File: src/rtl/lc3b_types.sv
// Shared LC-3b types used by the memory hierarchy, including the L2 port arbiter.
package lc3b_types;

    typedef logic [15:0]  lc3b_word;
    typedef logic [127:0] lc3b_cacheline;

    typedef enum logic [1:0] {
        ARB_IDLE,
        ARB_SERVE_I,
        ARB_SERVE_D
    } lc3b_arb_state;

    typedef enum logic {
        ARB_OWNER_I,
        ARB_OWNER_D
    } lc3b_arb_owner;

endpackage

File: src/rtl/l2_arbiter_control.sv
// Arbitration FSM for the L2 port: round-robin grant, completion routing and conflict pulse.
module l2_arbiter_control
    import lc3b_types::*;
#(
    parameter bit D_FIRST = 1'b1
) (
    input  logic          clk,
    input  logic          rst,
    input  logic          i_pend,
    input  logic          d_pend,
    input  logic          mem_resp,
    output lc3b_arb_state state,
    output logic          grant,
    output lc3b_arb_owner grant_owner,
    output logic          conflict_inc,
    output logic          i_resp,
    output logic          d_resp
);

    lc3b_arb_state next_state;
    lc3b_arb_owner last_owner;

    always_ff @(posedge clk) begin
        if (rst) begin
            state      <= ARB_IDLE;
            last_owner <= D_FIRST ? ARB_OWNER_I : ARB_OWNER_D;
        end else begin
            state <= next_state;
            if (grant) begin
                last_owner <= grant_owner;
            end
        end
    end

    always_comb begin
        next_state   = state;
        grant        = 1'b0;
        grant_owner  = ARB_OWNER_I;
        conflict_inc = 1'b0;
        i_resp       = 1'b0;
        d_resp       = 1'b0;

        case (state)
            ARB_IDLE: begin
                // A tie goes to whoever was not served last, so neither L1 can starve.
                if (i_pend && d_pend) begin
                    conflict_inc = 1'b1;
                    grant        = 1'b1;
                    grant_owner  = (last_owner == ARB_OWNER_I) ? ARB_OWNER_D : ARB_OWNER_I;
                end else if (i_pend) begin
                    grant       = 1'b1;
                    grant_owner = ARB_OWNER_I;
                end else if (d_pend) begin
                    grant       = 1'b1;
                    grant_owner = ARB_OWNER_D;
                end
                if (grant) begin
                    next_state = (grant_owner == ARB_OWNER_D) ? ARB_SERVE_D : ARB_SERVE_I;
                end
            end
            ARB_SERVE_I: begin
                i_resp = mem_resp;
                if (mem_resp) begin
                    next_state = ARB_IDLE;
                end
            end
            ARB_SERVE_D: begin
                d_resp = mem_resp;
                if (mem_resp) begin
                    next_state = ARB_IDLE;
                end
            end
            default: begin
                next_state = ARB_IDLE;
            end
        endcase
    end

endmodule

File: src/rtl/l2_arbiter.sv
// L2 port initiator front-end: merges I-cache and D-cache line traffic onto one
// hold-until-resp L2 interface, latching the winning request for its whole lifetime.
module l2_arbiter
    import lc3b_types::*;
#(
    parameter bit D_FIRST = 1'b1
) (
    input  logic          clk,
    input  logic          rst,
    input  logic          i_read,
    input  lc3b_word      i_address,
    output logic          i_resp,
    output lc3b_cacheline i_rdata,
    input  logic          d_read,
    input  logic          d_write,
    input  lc3b_word      d_address,
    input  lc3b_cacheline d_wdata,
    output logic          d_resp,
    output lc3b_cacheline d_rdata,
    output logic          mem_read,
    output logic          mem_write,
    output lc3b_word      mem_address,
    output lc3b_cacheline mem_wdata,
    input  logic          mem_resp,
    input  lc3b_cacheline mem_rdata,
    output logic          conflict_inc
);

    lc3b_arb_state state;
    lc3b_arb_owner grant_owner;
    logic          grant;
    logic          serving;
    logic          lat_write;
    lc3b_word      lat_address;
    lc3b_cacheline lat_wdata;

    l2_arbiter_control #(
        .D_FIRST (D_FIRST)
    ) u_control (
        .clk          (clk),
        .rst          (rst),
        .i_pend       (i_read),
        .d_pend       (d_read | d_write),
        .mem_resp     (mem_resp),
        .state        (state),
        .grant        (grant),
        .grant_owner  (grant_owner),
        .conflict_inc (conflict_inc),
        .i_resp       (i_resp),
        .d_resp       (d_resp)
    );

    // The request is frozen at grant time; a D request with both op bits set is a write.
    always_ff @(posedge clk) begin
        if (rst) begin
            lat_write   <= 1'b0;
            lat_address <= '0;
            lat_wdata   <= '0;
        end else if (grant) begin
            if (grant_owner == ARB_OWNER_D) begin
                lat_write   <= d_write;
                lat_address <= d_address;
                lat_wdata   <= d_wdata;
            end else begin
                lat_write   <= 1'b0;
                lat_address <= i_address;
                lat_wdata   <= '0;
            end
        end
    end

    assign serving     = (state != ARB_IDLE);
    assign mem_read    = serving & ~lat_write;
    assign mem_write   = serving & lat_write;
    assign mem_address = serving ? lat_address : '0;
    assign mem_wdata   = serving ? lat_wdata : '0;

    assign i_rdata = mem_rdata;
    assign d_rdata = mem_rdata;

endmodule

File: config.mk
export PLATFORM = sky130hd
export DESIGN_NAME = l2_arbiter
export DESIGN_NICKNAME = d
export VERILOG_FILES = /design/src/rtl/lc3b_types.sv /design/src/rtl/l2_arbiter_control.sv /design/src/rtl/l2_arbiter.sv
export SDC_FILE = /design/constraint.sdc
export NUM_CORES = 1
export LEC_CHECK = 0
export ABC_AREA = 1
export CAP_MARGIN = 20
export CORE_AREA = 3 3 268 270
export DETAILED_ROUTE_END_ITERATION = 6
export DIE_AREA = 0 0 271 273
export GPL_ROUTABILITY_DRIVEN = 0
export SLEW_MARGIN = 20
export SYNTH_ARGS = -nofsm -noshare
export SYNTH_HDL_FRONTEND = slang
export SYNTH_SLANG_ARGS = --single-unit
export TNS_END_PERCENT = 10
File: constraint.sdc
create_clock -name clk -period 2.05 [get_ports clk]
set_clock_uncertainty 0.1 [all_clocks]
set_input_delay 0.3075 -clock clk [delete_from_list [all_inputs] [get_ports clk]]
set_output_delay 0.3075 -clock clk [all_outputs]
set_load 0.02 [all_outputs]
==> impl_results.rst, run 1 <==
.. list-table::
   :header-rows: 1

   * - Metric
     - Value
   * - PnR worst setup slack
     - -151 ps
   * - Beginning of the worst register-to-register path
     - u_control.state[1]$_SDFFE_PP0P_
   * - Post-synthesis cell type count
     - 18
   * - Launch point of the worst hold path
     - rst
   * - Routed wirelength normalized by instance count
     - 16.8 µm
   * - Most instantiated flip-flop cell in the synthesis netlist
     - dfxtp_1
   * - Total placed instance area
     - between 10000 and 15000 µm²
   * - Proportion of power drawn by combinational gates
     - approximately two fifths
   * - NumNets Final
     - approximately 1600
   * - Delay contributed by the slowest stage of the critical path
     - ~330 ps
   * - Number of enable-type register cells in the synthesized netlist
     - 0
   * - Library cell contributing the largest single delay on the critical path
     - dfxtp_2
   * - Worst Path Max Fanout
     - 14
   * - Detailed router's first-iteration violation count
     - between 300 and 400
   * - Power density relative to cell area
     - 937 nW/µm²
   * - Crit path arrival time
     - between 1500 and 2000 ps
   * - Cell breakdown of the critical path
     - inv_2 > ha_4 > buf_6 > buf_12 > buf_16 > nor2_1 > buf_4
   * - Cell chosen for the clock root
     - clkbuf_16
   * - H-tree depth
     - 4
   * - Hold buffer count at CTS
     - 0
   * - Switching power
     - approximately 4.5 mW
   * - Violated checks
     - negative setup slack
   * - Worst-path clk slew
     - roughly 70 ps
   * - Basic-gate share of the synthesized area counting and, or, nand and nor cells
     - approximately 22%
   * - Global Route met3 Usage
     - just under 6%
   * - Total buffers and inverters traversed by the critical path
     - 5
   * - Nets in the synthesized netlist
     - 1581
   * - Gate Count Post-Synth
     - roughly 1300
   * - Synthesized area
     - between 8000 and 9000 µm²
   * - TritonCTS buffer count
     - 17
   * - Post-route cell area
     - between 10000 and 15000 µm²
   * - Final max-slew violation count
     - 0
   * - Cells on Worst Hold Path
     - 2
   * - Most common cell in the netlist
     - nand2_1
   * - CP Launch Type
     - flop
   * - Antenna violations before repair
     - 12
   * - CP top delay family
     - buffers and inverters
   * - Area growth from synthesis to layout
     - 42.8%
   * - Sinks on Clock Net
     - 148
   * - Crit end category
     - primary output
   * - Core area
     - 69800 µm²
   * - Number of global-route vias before repair
     - between 7000 and 8000
   * - Hold violation total from the final report
     - 0
   * - Critical path start-end classification
     - flop to primary output
   * - Number of search-and-repair iterations in the first detailed-routing pass
     - 5
   * - Most common library cells after synthesis
     - 299 x nand2_1, 269 x buf_4, 170 x inv_1
   * - Via density
     - around 3.4
   * - Data required, critical path
     - between 1500 and 2000 ps
   * - Die height
     - 273 µm
   * - RSZ-0062 raised after global routing
     - yes
   * - Hold Path End
     - lat_wdata[122]$_SDFFE_PP0P_
   * - Number of port buffers
     - around 310
   * - Die Outline Area
     - 74000 µm²
   * - Fmax
     - approximately 450 MHz
   * - Grt met1 use
     - a little over a tenth
   * - Global routing met2 resource utilization
     - roughly 14%
   * - Fraction of registers with async set/reset
     - 0%
   * - Combinational family with the most area after synthesis
     - buffers and inverters
   * - Global routing usage summed across all routing layers
     - under 10%
   * - Maximum resistive drop on vdd
     - between 0.0003 and 0.0004 V
   * - Multiplexer fraction of the synthesized cell area
     - 0%
   * - CTS tree
     - yes
   * - Effective utilization at floorplan
     - 12.4%
   * - Remaining global-route overflow
     - 0
   * - Yosys Warn Count
     - 0
   * - Global-route wire length before repair
     - approximately 52 mm
   * - Final wirelength
     - around 39 mm
   * - Synth Area in Compound Gates
     - ~8.6%
   * - Main area contributors after synthesis
     - dfxtp_1 34%, buf_4 23%, nand2_1 13%
   * - Design Power
     - 11.6 mW
   * - Post-Route Setup TNS
     - -9670 ps
   * - Min Hold Slack
     - between 100 and 150 ps
   * - Source of the critical timing path
     - u_control.state[1]$_SDFFE_PP0P_
   * - Residual DRC
     - 0
   * - Most crowded layer after global routing
     - met2
   * - Sequential-to-total area share from yosys stat
     - approximately a third
   * - Number of cells on the worst reg-to-reg path
     - 9
   * - Syn_area_per_cell
     - 6.74 µm²
   * - Number of rows in the core area
     - between 90 and 100
   * - Final clock period utilization by the worst path
     - 107%
   * - Antenna-violating nets left
     - 0
   * - Run status
     - complete, but fails checks
   * - Total setup violations reported at the end of the flow
     - 108
   * - Switching power share of the total
     - 39.2%
   * - Total of max-cap violations
     - 0
   * - Leading area contributor after synthesis
     - dfxtp_1
   * - Latest clock arrival within the worst-skew pair
     - 470 ps
   * - Minimum setup slack among reg-to-reg paths
     - around 160 ps
   * - Largest net degree at the start of global routing
     - 56
   * - Number of I/O pins
     - about 700
   * - Reg-to-reg critical path endpoint
     - lat_wdata[24]$_SDFFE_PP0P_
   * - Post-synthesis xor/xnor area fraction
     - 0%
   * - Flip-flop and latch count after synthesis
     - roughly 150
   * - Proportion of power drawn by flip-flops and latches
     - a little under a third
   * - Actual transition at the worst max-transition pin
     - between 300 and 400 ps
   * - Post-synthesis share of cell area spent on full adders, half adders and majority gates
     - less than 1%
   * - Time the worst path needs with I/O delays and setup
     - 2200 ps
   * - Internal portion of total power
     - just over 7 mW
   * - Routed via count
     - 7763
   * - Ratio of cells with drive above 1 in the final layout
     - roughly a quarter
   * - P_leak
     - 4.87 nW
   * - Relative contribution of the clock network to total power
     - between 20 and 30%
   * - Horizontal die dimension
     - around 270 µm
   * - Share of the synthesized area in the top cell type
     - between 30% and 40%
   * - Buffers from clock root to sink, at most
     - 2
   * - Class of the tightest hold or removal check
     - primary input to flop
   * - Headroom to the max-slew limit
     - about three quarters
   * - DP Wirelength
     - 28.3 mm
   * - Worst slack, placed
     - -59.3 ps
==> flip-flops by register name, indices dropped and copies added, names as in the netlist <==
name	flops
lat_write	1
u_control.last_owner	1
lat_wdata	128
u_control.state	2
lat_address	16
==> worst max path at each step <==
stage	slack (ps)	cells after the start	to
floorplan	150	7	mem_wdata[100]
global placement	-50	5	mem_wdata[58]
detailed placement	-60	5	mem_wdata[58]
CTS	-360	8	mem_wdata[107]
global route	-230	7	conflict_inc
finish	-150	7	mem_wdata[28]
==> power groups by stage <==
stage	clock network (mW)	logic, mW	registers (mW)
final	3.30	4.78	3.50
after global routing	3.56	5.24	3.55
after CTS	3.49	4.21	3.50
after detailed placement	0	3.89	3.56
after global placement	0	3.89	3.55
after floorplan	0	2.94	3.51
==> through the flow <==
| stage | utilization [%] | std cells |
|---|---|---|
| 6_report | 17.7 | 2304 |
| 5_1_grt | 17.7 | 2302 |
| 4_1_cts | 16.7 | 2287 |
| 3_5_place_dp | 15.8 | 2247 |
| 3_3_place_gp | 15.8 | 2247 |
| 2_1_floorplan | - | 1284 |
==> metal layers <==
layer	share of wire, %	wire, µm
met3	13	4850
met4	5.1	1960
met2	43	16700
met1	39	15100
met5	0.25	96
==> what timing repair did <==
action | 4_1_cts | 5_1_grt
endpoints found under the setup margin | 148 | 146
cloned | 2 | 6
endpoints found under the hold margin | 0 | 0
buffers inserted | 6 | 8
pin swaps | 6 | 21
resized for setup | 658 | 165
==> kinds of logic (layout without fill, tap and decap cells) <==
| group | after synthesis | in the layout |
|---|---|---|
| compound gates | 148 | 148 |
| simple gates | 487 | 487 |
| other cells | 0 | 4 |
| fa+ha+maj | 3 | 3 |
| buf+inv | 498 | 574 |
| flops | 148 | 148 |
==> cell usage in the layout, fill, tap and decap left out, drive strengths merged, types with 4 or more instances in the layout <==
cell / n
a21oi: 148
clkbuf: 22
diode: 4
nand2: 302
dfxtp: 148
nor2: 148
clkdlybuf4s50: 164
buf: 199
nand4: 17
nand3: 19
inv: 183
==> area by class of cell <==
| type | count | area [µm²] |
|---|---|---|
| diodes | 4 | 10.0 |
| clock buffers | 17 | 425 |
| clock inverters | 15 | 160 |
| fillers | 7916 | 57400 |
| inverters | 173 | 652 |
| multi-input cells | 638 | 3110 |
| flip-flops and latches | 148 | 2970 |
| well taps | 940 | 1180 |
| repair buffers | 369 | 3870 |
No activity file was read; power rests on OpenSTA's default activity.
==> run 2: changes to the inputs <==
- ABC_AREA: 1 -> not set
- CORE_AREA: 3 3 268 270 -> 3 3 267 269
- DIE_AREA: 0 0 271 273 -> 0 0 270 272
==> run 2 against run 1 <==
The flow still finishes with violations (negative setup slack). Routed wire length is 2.2% higher. Via count is 6.3% lower. Sequential share of layout area is 0.70 points higher. Largest cell class unchanged.
==> impl_results.rst, run 2 <==
.. list-table::
   :header-rows: 1

   * - Metric
     - Value
   * - Actual transition at the worst max-transition pin
     - ~350 ps
   * - Time the worst path needs with I/O delays and setup
     - approximately 2200 ps
   * - Most instantiated flip-flop cell in the synthesis netlist
     - dfxtp_1
   * - Number of rows in the core area
     - 96
   * - Register ranked first by flip-flop count
     - lat_wdata
   * - Residual DRC
     - 0
   * - Proportion of power drawn by flip-flops and latches
     - between 30% and 40%
   * - Global routing usage summed across all routing layers
     - between 10% and 20%
   * - Ratio of cells with drive above 1 in the final layout
     - roughly 32%
   * - Global-route wire length before repair
     - about 55 mm
   * - Remaining global-route overflow
     - 0
   * - Most prevalent standard cell on the critical path
     - buf_6
   * - Commonest non-fill, non-tap cell in the layout
     - clkdlybuf4s50_1
   * - Routed via count
     - just over 7000
   * - Sinks on Clock Net
     - 148
   * - CP Launch Type
     - flop
   * - Final max-slew violation count
     - 0
   * - Maximum resistive drop on vdd
     - 0.000506 V
   * - Detailed router's first-iteration violation count
     - between 200 and 300
   * - Crit end category
     - primary output
   * - Latest clock arrival within the worst-skew pair
     - between 400 and 500 ps
   * - DP Wirelength
     - 30.9 mm
   * - Layout Cells excl Fill
     - 1989
   * - Share of the synthesized area in the top cell type
     - 35.5%
   * - Yosys Warn Count
     - 0
   * - Worst-path clk slew
     - roughly 70 ps
   * - Nets in the synthesized netlist
     - about 1300
   * - Most common cell in the netlist
     - buf_4
   * - Delay contributed by the slowest stage of the critical path
     - around 340 ps
   * - Total setup violations reported at the end of the flow
     - 96
   * - Class of the tightest hold or removal check
     - primary input to flop
   * - Largest net degree at the start of global routing
     - approximately 60
   * - Design Power
     - 10.4 mW
   * - Number of enable-type register cells in the synthesized netlist
     - 0
   * - Most used cells in the layout excluding fill and tap cells
     - 164 x clkdlybuf4s50_1, 146 x nor2_1, 146 x dfxtp_1
   * - Hold buffer count at CTS
     - 0
   * - Effective utilization at floorplan
     - about an eighth
   * - Cell chosen for the clock root
     - clkbuf_16
   * - Synthesized area
     - ~8300 µm²
   * - Number of I/O pins
     - ~700
   * - Die Outline Area
     - roughly 73000 µm²
   * - Relative contribution of the clock network to total power
     - 32.4%
   * - Area growth from synthesis to layout
     - 44.1%
   * - Top flop regs
     - lat_wdata x128, lat_address x16, u_control.state x2
   * - Switching power share of the total
     - 33.9%
   * - Number of port buffers
     - ~310
   * - Syn_area_per_cell
     - 8.50 µm²
   * - Headroom to the max-slew limit
     - ~77%
   * - Internal portion of total power
     - 6.88 mW
   * - Via density
     - 3.66
   * - Flip-flop and latch count after synthesis
     - 148
   * - RSZ-0062 raised after global routing
     - yes
   * - Total placed instance area
     - roughly 11000 µm²
   * - Library cell contributing the largest single delay on the critical path
     - dfxtp_2
   * - Final clock period utilization by the worst path
     - 105%
   * - Main area contributors after synthesis
     - dfxtp_1 36%, buf_4 24%, a32oi_1 14%
   * - Total of max-cap violations
     - 0
   * - Buffers from clock root to sink, at most
     - 2
   * - Fill cell total of the finished layout
     - between 7000 and 8000
   * - Post-route cell area
     - around 12000 µm²
   * - Flip-flop count of the largest register, all copies and words added
     - between 100 and 150
   * - Sequential-to-total area share from yosys stat
     - 35.5%
   * - Critical path start-end classification
     - flop to primary output
   * - Hold violation total from the final report
     - 0
   * - NumNets Final
     - around 1300
   * - Data required, critical path
     - around 1600 ps
   * - Switching power
     - between 3 and 4 mW
   * - Power density relative to cell area
     - slightly below 900 nW/µm²
   * - Core area
     - around 69000 µm²
   * - Number of search-and-repair iterations in the first detailed-routing pass
     - 5
   * - Number of global-route vias before repair
     - between 7000 and 8000
   * - Proportion of power drawn by combinational gates
     - about a third
   * - PnR worst setup slack
     - -103 ps
   * - Fraction of registers with async set/reset
     - 0%
   * - Placed Cells
     - approximately 2000
   * - Gate Count Post-Synth
     - around 980
   * - Final wirelength
     - roughly 40 mm
   * - Violated checks
     - negative setup slack
   * - H-tree depth
     - 4
   * - Antenna-violating nets left
     - 0
   * - Most common library cells after synthesis
     - 263 x buf_4, 148 x dfxtp_1, 147 x nor2_1
   * - TritonCTS buffer count
     - 17
   * - Worst Path Max Fanout
     - 15
   * - CTS tree
     - yes
   * - Antenna violations before repair
     - 4
   * - Post-synthesis cell type count
     - 24
   * - Routed wirelength normalized by instance count
     - 19.9 µm
   * - Die height
     - around 270 µm
   * - Leading area contributor after synthesis
     - dfxtp_1
   * - Cell breakdown of the critical path
     - inv_2 > ha_4 > buf_12 > buf_6 > buf_4 > nor2b_4 > buf_6
   * - Run status
     - complete, but fails checks
   * - Fmax
     - around 460 MHz
   * - Crit path arrival time
     - about 1800 ps
   * - Horizontal die dimension
     - approximately 270 µm
   * - P_leak
     - 4.35 nW
run 2: metal layers:
metal	up-vias	global-route usage, %	wire length, µm
li1	3245	-	-
met3	103	7.34	5850
met5	-	0.461	68
met1	3367	10.1	13800
met4	6	6.04	1960
met2	551	16.2	17800
run 2: cells by family after synthesis:
kind of cell / count (synthesis) / share of synthesized area, %
and+or+nand+nor: 315 / 19.0
adders and majority gates: 3 / 0.450
buffers and inverters: 344 / 27.8
AOI/OAI and AO/OA: 171 / 17.3
DFF: 148 / 35.5
run 2: what timing repair did:
action / in CTS / in global routing
cloned: 0 / 0
hold endpoints to repair: 0 / 0
gates resized for setup: 776 / 79
setup endpoints to repair: 150 / 158
pin swaps: 0 / 7
setup buffers: 1 / 0
run 2: metrics by stage:
stage	setup TNS, ps	utilization, %	hold WS [ps]	setup slack [ps]
6_report	-3010	17.5	72.0	-103
5_1_grt	-15750	17.5	46.6	-191
4_1_cts	-11390	17.1	28.8	-218
3_5_place_dp	-4090	16.2	365	-98.2
3_3_place_gp	-5180	16.2	357	-97.2
2_1_floorplan	0	-	346	238
run 2: power by group through the flow:
stage	sequential (mW)	combinational, mW	clock [mW]
global placement	3.49	3.31	0
global route	3.48	3.88	3.64
finish	3.45	3.59	3.37
detailed placement	3.49	3.36	0
CTS	3.44	3.48	3.56
floorplan	3.42	2.49	0
run 2: final timing paths:
path / from / end / slack, ps / cells after the start
setup / recovery: u_control.state[1]$_SDFFE_PP0P_ / mem_wdata[111] / -100 / 7
hold / removal: rst / lat_wdata[118]$_SDFFE_PP0P_ / 70 / 2
setup reg to reg: u_control.state[0]$_SDFFE_PP0P_ / lat_wdata[47]$_SDFFE_PP0P_ / 110 / 10
hold reg to reg: lat_wdata[62]$_SDFFE_PP0P_ / lat_wdata[62]$_SDFFE_PP0P_ / 380 / 2
run 2: final cells by class:
cell class | count | area, µm² | area share, %
inverter | 3 | 11.3 | 0.0937
multi-input combinational | 489 | 3460 | 28.8
clock inverter | 12 | 145 | 1.21
timing repair buffer | 385 | 3800 | 31.6
antenna | 1 | 2.50 | 0.0208
clock buffer | 20 | 467 | 3.88
tap | 931 | 1160 | 9.69
sequential | 148 | 2970 | 24.7
run 2: worst max-delay path: cells and delay by family (launching register included):
family / cells / cell delay, ps
fa+ha+maj: 1 / 180
flops: 1 / 340
simple gates: 1 / 110
buf+inv: 5 / 620
